==> src/rtl/moving_avg_filter.sv <==
// Boxcar averager for ADC sample streams: a conditioning register, then a running-sum
// accumulate stage that updates the average and pulses out_valid once per accepted sample.
module moving_avg_filter #(
  parameter int DATA_W      = 12,
  parameter int LOG2_DEPTH  = 3,
  parameter int SIGNED_MODE = 0,
  parameter int ROUND       = 0
) (
  input  logic              clk,
  input  logic              rst_n,
  input  logic              clr,
  input  logic              in_valid,
  input  logic [DATA_W-1:0] in_data,
  output logic              out_valid,
  output logic [DATA_W-1:0] out_data,
  output logic              primed
);

  localparam int DEPTH = 2 ** LOG2_DEPTH;
  localparam int SW    = DATA_W + LOG2_DEPTH;
  localparam int XW    = SW + 1;
  localparam int PTR_W = (LOG2_DEPTH > 0) ? LOG2_DEPTH : 1;
  localparam int HIST  = 2 ** PTR_W;
  localparam int CNT_W = LOG2_DEPTH + 1;
  localparam logic [XW-1:0] RND  = (ROUND != 0) ? XW'(DEPTH / 2) : '0;
  localparam logic [XW-1:0] MAXP = XW'({1'b0, {(DATA_W - 1){1'b1}}});

  logic              s1_valid_q;
  logic [DATA_W-1:0] s1_data_q;
  logic [DATA_W-1:0] hist_q [HIST];
  logic [SW-1:0]     sum_q;
  logic [PTR_W-1:0]  ptr_q;
  logic [CNT_W-1:0]  cnt_q;
  logic              out_valid_q;
  logic [DATA_W-1:0] out_data_q;

  logic [DATA_W-1:0] cond_data;
  logic [DATA_W-1:0] oldest;
  logic [XW-1:0]     sum_x;
  logic [XW-1:0]     rounded;
  logic [XW-1:0]     shifted;
  logic              over;
  logic [SW-1:0]     sum_d;
  logic [PTR_W-1:0]  ptr_d;
  logic [CNT_W-1:0]  cnt_d;
  logic [DATA_W-1:0] out_data_d;

  // Widen a sample to the extended sum width, sign-extending only in signed mode.
  function automatic logic [XW-1:0] ext_sample(input logic [DATA_W-1:0] x);
    logic s;
    s = (SIGNED_MODE != 0) && x[DATA_W-1];
    return {{(XW - DATA_W){s}}, x};
  endfunction

  always_comb begin
    cond_data = in_data;
    if (SIGNED_MODE == 0 && in_data[DATA_W-1]) cond_data = '0;

    oldest  = hist_q[ptr_q];
    sum_x   = {((SIGNED_MODE != 0) && sum_q[SW-1]), sum_q}
              + ext_sample(s1_data_q) - ext_sample(oldest);
    sum_d   = sum_x[SW-1:0];
    rounded = sum_x + RND;

    if (SIGNED_MODE != 0) begin
      shifted = $unsigned($signed(rounded) >>> LOG2_DEPTH);
      over    = $signed(shifted) > $signed(MAXP);
    end else begin
      shifted = rounded >> LOG2_DEPTH;
      over    = shifted > MAXP;
    end
    out_data_d = over ? MAXP[DATA_W-1:0] : shifted[DATA_W-1:0];

    ptr_d = (ptr_q == PTR_W'(DEPTH - 1)) ? '0 : ptr_q + 1'b1;
    cnt_d = (cnt_q == CNT_W'(DEPTH)) ? cnt_q : cnt_q + 1'b1;
  end

  always_ff @(posedge clk or negedge rst_n) begin
    if (!rst_n) begin
      s1_valid_q  <= 1'b0;
      s1_data_q   <= '0;
      sum_q       <= '0;
      ptr_q       <= '0;
      cnt_q       <= '0;
      out_valid_q <= 1'b0;
      out_data_q  <= '0;
      for (int i = 0; i < HIST; i++) hist_q[i] <= '0;
    end else if (clr) begin
      s1_valid_q  <= 1'b0;
      sum_q       <= '0;
      ptr_q       <= '0;
      cnt_q       <= '0;
      out_valid_q <= 1'b0;
      out_data_q  <= '0;
      for (int i = 0; i < HIST; i++) hist_q[i] <= '0;
    end else begin
      s1_valid_q  <= in_valid;
      out_valid_q <= s1_valid_q;
      if (in_valid) s1_data_q <= cond_data;
      if (s1_valid_q) begin
        sum_q         <= sum_d;
        hist_q[ptr_q] <= s1_data_q;
        ptr_q         <= ptr_d;
        cnt_q         <= cnt_d;
        out_data_q    <= out_data_d;
      end
    end
  end

  assign out_valid = out_valid_q;
  assign out_data  = out_data_q;
  assign primed    = (cnt_q == CNT_W'(DEPTH));

endmodule

==> config.mk <==
export PLATFORM = sky130hd
export DESIGN_NAME = moving_avg_filter
export DESIGN_NICKNAME = d
export VERILOG_FILES = /design/src/rtl/moving_avg_filter.sv
export SDC_FILE = /design/constraint.sdc
export NUM_CORES = 1
export LEC_CHECK = 0
export BUFFER_PORTS_ARGS = -buffer_cell sky130_fd_sc_hd__buf_2
export CAP_MARGIN = 10
export CORE_MARGIN = 10
export CORE_UTILIZATION = 50
export DETAILED_ROUTE_END_ITERATION = 16
export GPL_TIMING_DRIVEN = 0
export PLACE_DENSITY = 0.73
export SLEW_MARGIN = 10
export SYNTH_ARGS = -nofsm -noshare
export SYNTH_HDL_FRONTEND = slang
export SYNTH_SLANG_ARGS = --single-unit
==> constraint.sdc <==
create_clock -name clk -period 4.55 [get_ports clk]
set_input_delay 0 -clock clk [delete_from_list [all_inputs] [get_ports clk]]
set_output_delay 0 -clock clk [all_outputs]
set_load 0.02 [all_outputs]
==> results.txt <==
After clock tree synthesis, the clock-pin slew on the worst setup and hold paths is 60 ps. The arrival time of data at the critical path endpoint came out at 4700 ps. After synthesis, the largest family of logic cells by area is simple AND/OR/NAND/NOR gates. The largest individual stage delay along the critical path comes from the cell dfrtp_1. The maximum root-to-sink buffer count came out at 2. The unique cell type count in the Yosys netlist came out at 47. The cell family contributing the most delay on the critical path is compound AO/OA/AOI/OAI gates.

The number of placement rows is 44. For the finished layout, the period the worst path requires is 4430 ps. The clock network fraction of design power is 0.312. Of the total synthesized cell area, the portion taken by XOR and XNOR cells is 0.0106. The number of warnings printed during yosys synthesis came out at 0. The number of buffers added by the clock tree synthesis step came out at 17.

The leading area contributor after synthesis is dfrtp_1. The number of max-slew violations in the final report was 0. The antenna cell count came out at 0. After detailed routing, the average wire length per cell comes to 19.5 um. The wire length of the first global-routing pass is 34.2 mm. Of the total power, registers draw 0.313.

The final standard cell count with taps included and fillers excluded is 1099. In this run, synthesis inferred 0 flip-flops with an integrated enable. Power spread over the standard cell area amounts to 492 mW/mm^2. In the routed layout, each cell is associated on average with a via count of 5.87.

During placement, the flow inserted port buffers numbering 29. In this run the most used layer during global routing was met2. The total vias in the final route came out at 6451. The total routing usage reported by global routing is 0.218. The worst flop-to-flop path endpoint is out_data[2]. At the pin with the least slew margin, the transition time is 930 ps.

The run finished with clean final reports. The post-synthesis instance area came out at 0.00743 sq mm. The area growth from synthesis to layout is 15.7%. Buffers added to address setup during post-CTS repair amount to 0.

The later-pin clock latency in the skew report came out at 430 ps. Of the total power, combinational logic draws 0.375. The CTS root buffer is clkbuf_16.

The routability-driven placement congestion ratio is 0.970. The largest net degree at the start of global routing is 82. After detailed routing, the number of remaining DRC violations is 0.

The initial antenna violation count came out at 0. The effective utilization at floorplan came out at 0.511. The number of antenna-violating nets in the routed design is 0. In this run the critical register-to-register path is launched from ptr_q[2]. The share of synthesized area in the top cell type comes to 0.455.

The layout cell share with drive strength beyond 1 came out at 0.109. Counting cells, the worst reg-to-reg path comes to 13. The part of the Yosys area used for sequential elements is 0.455. TritonCTS built the clock tree. For this run, global-route usage on met2 was measured as 0.336.

The overall die height came out at 142 um. Along the worst path, the maximum fanout reaches 11. For this run, the leading register cell type out of synthesis is dfrtp_1. The largest single stage delay on the critical path is 630 ps. The critical path startpoint is ptr_q[2]. The final routed wirelength across all metal layers is 21.5 mm. The combined area of the multi-input logic cells is 0.00360 sq mm. The die covers 0.0201 sq mm. The number of max-cap violations is 0.

The maximum VDD drop came out at 0.000264 V. Ranked by total cell area, the synthesized netlist is headed by dfrtp_1 (45%), nand2_1 (10%), a21oi_1 (7.0%). The adder-cell area share of the yosys netlist is 0.0633. The setup skew after layout came out at 6.20 ps.

The die span in x came out at 142 um. The share of total power consumed by net switching came out at 0.371. The worst setup path is launched from a flip-flop. The async set-reset flop share out of synthesis came out at 1.00. The met1 usage in global routing is 0.295.

The required time of the worst setup path came out at 4820 ps. The via count of the first global-routing pass is 6293. The path class of the tightest hold or removal check is primary input to async pin.

The internal power came out at 0.00266 W. The critical path start-end classification is flip-flop to flip-flop. In this run the number of cells on the critical path is 13. The number of hold violations in the final report came to 0. The area share of and/or/nand/nor cells after synthesis came out at 0.192. Following the worst setup path forward leads to its endpoint at out_data[2]. The mux contribution to synthesized area is 0.0817. The global route total overflow came out at 0. The static leakage came out at 3.68 nW. The compound-gate portion of the synthesized area came to 0.136. The layout net count came out at 949. After the first detailed-routing iteration, the DRC count stood at 626.

In the finished design, the share of the clock period the worst path needs comes to 0.973. The net load switching power is 0.00157 W. In this run the standard cell core region covers 0.0145 sq mm. The overall power consumption came out at 0.00423 W. The synthesis-stage register bit count came out at 135. Setup violations remaining at the end of the flow were counted as 0.

The worst setup path is captured at a flip-flop. Counting both buffers and inverters, the worst setup path holds a total of 3. The sequential cell area came out at 0.00338 sq mm. The first-pass iteration count of the detailed router came out at 6. The number of nets produced by synthesis is 886. The layout has 1289 filler cells.

The average cell area after synthesis is 8.85 sq um. The routing usage on met3 came out at 0.0437. The post-route worst hold slack came out at 77.4 ps.

The number of placed instances, taps included is 1053. During I/O placement, the number of pins put on the boundary was 30. The H-tree was split into 4 levels. The peak clock frequency supported by timing came out at 226 MHz. The register-to-register setup slack came out at 120 ps. Walking the worst path, the cells encountered are buf_2 > mux4_2 > mux2_2 > fa_1 > inv_1 > ha_1 > a21oi_1 > o21ai_1 > a211o_1 > or3_1 > a32oi_2 > buf_6 > a311oi_1. The clock net in this run drives a total of 135 sinks. The synthesized instance count came out at 839. The worst relative slew slack is 0.380.

Once detailed placement completed, the half-perimeter wirelength came to 14.4 mm.
-- sequential cells by signal, indices dropped and copies added (netlist names) --
name,flops
sum_q,15
cnt_q,4
ptr_q,3
s1_valid_q,1
out_data,12
hist_q,88
out_valid,1
s1_data_q,11
-- kinds of logic after synthesis --
logic type               after synthesis
XOR/XNOR                               9
adder cells (fa/ha/maj)               31
buffers and inverters                118
AND/OR/NAND/NOR                      328
flip-flops                           135
multiplexers                          42
AO/OA/AOI/OAI                        176
-- cell type report --
class                           instances  area share
Clock inverter                         11      0.0118
Inverter                               54      0.0236
Buffer                                 62      0.0323
Multi-Input combinational cell        586       0.419
Tap cell                              184      0.0268
Timing Repair Buffer                   46      0.0395
Sequential cell                       135       0.393
Clock buffer                           21      0.0536
-- placed cells by master, fill, tap and decap left out, types with 7 or more instances in the layout --
cell type        n
a211oi_1        10
a21o_1           7
a21oi_1        104
buf_2           33
clkbuf_1        48
clkbuf_16       17
dfrtp_1        134
dlygate4sd3_1   16
fa_1            11
ha_1            20
inv_1           54
mux2_2           9
mux2i_1         19
mux4_2          14
nand2_1        207
nand2b_1        11
nand3_1         17
nand3b_1        11
nor2_1          41
nor2b_1         11
o21ai_0         26
or3_1            7
-- synth_stat cells (all sizes together), types with 13 or more instances --
cell / number
nand2: 207
dfrtp: 135
a21oi: 104
inv: 54
clkbuf: 51
nor2: 41
o21ai: 29
ha: 20
mux2i: 19
nand3: 17
mux4: 14
buf: 13
-- how the worst min path moves through the flow --
stage,start,end,cells after the start
floorplan,rst_n,cnt_q[0],0
global placement,in_data[3],s1_data_q[3],3
detailed placement,rst_n,hist_q[42],1
CTS,rst_n,hist_q[40],2
global route,rst_n,hist_q[40],2
finish,rst_n,hist_q[40],2
-- what timing repair did --
item,CTS,global route
gates resized for setup,13,14
setup endpoints to repair,21,12
pin swaps,0,0
hold endpoints to repair,66,0
cloned,0,0
hold buffers,16,0
-- power groups by stage --
stage	logic (W)	registers, W	clock network [W]
5_1_grt	0.00175	0.00133	0.00137
6_report	0.00158	0.00132	0.00132
3_5_place_dp	0.00151	0.00134	0
2_1_floorplan	0.00112	0.00136	0
3_3_place_gp	0.00149	0.00134	0
4_1_cts	0.00154	0.00132	0.00132
-- through the flow --
stage | cell area, sq um | TNS (ps) | worst slack, ps | utilization
floorplan | 7430 | 0 | 230 | -
global placement | 7800 | -9170 | -692 | 0.537
detailed placement | 7840 | -9450 | -704 | 0.539
CTS | 8570 | 0 | 63.9 | 0.589
global route | 8590 | -36.6 | -36.6 | 0.591
finish | 8590 | 0 | 121 | 0.591
-- metal layers --
metal	share of wire	wire, um
met1	0.44	9380
met2	0.47	9990
met3	0.074	1590
met4	0.024	506
met5	0	0
Power figures use the tool's default switching activity.
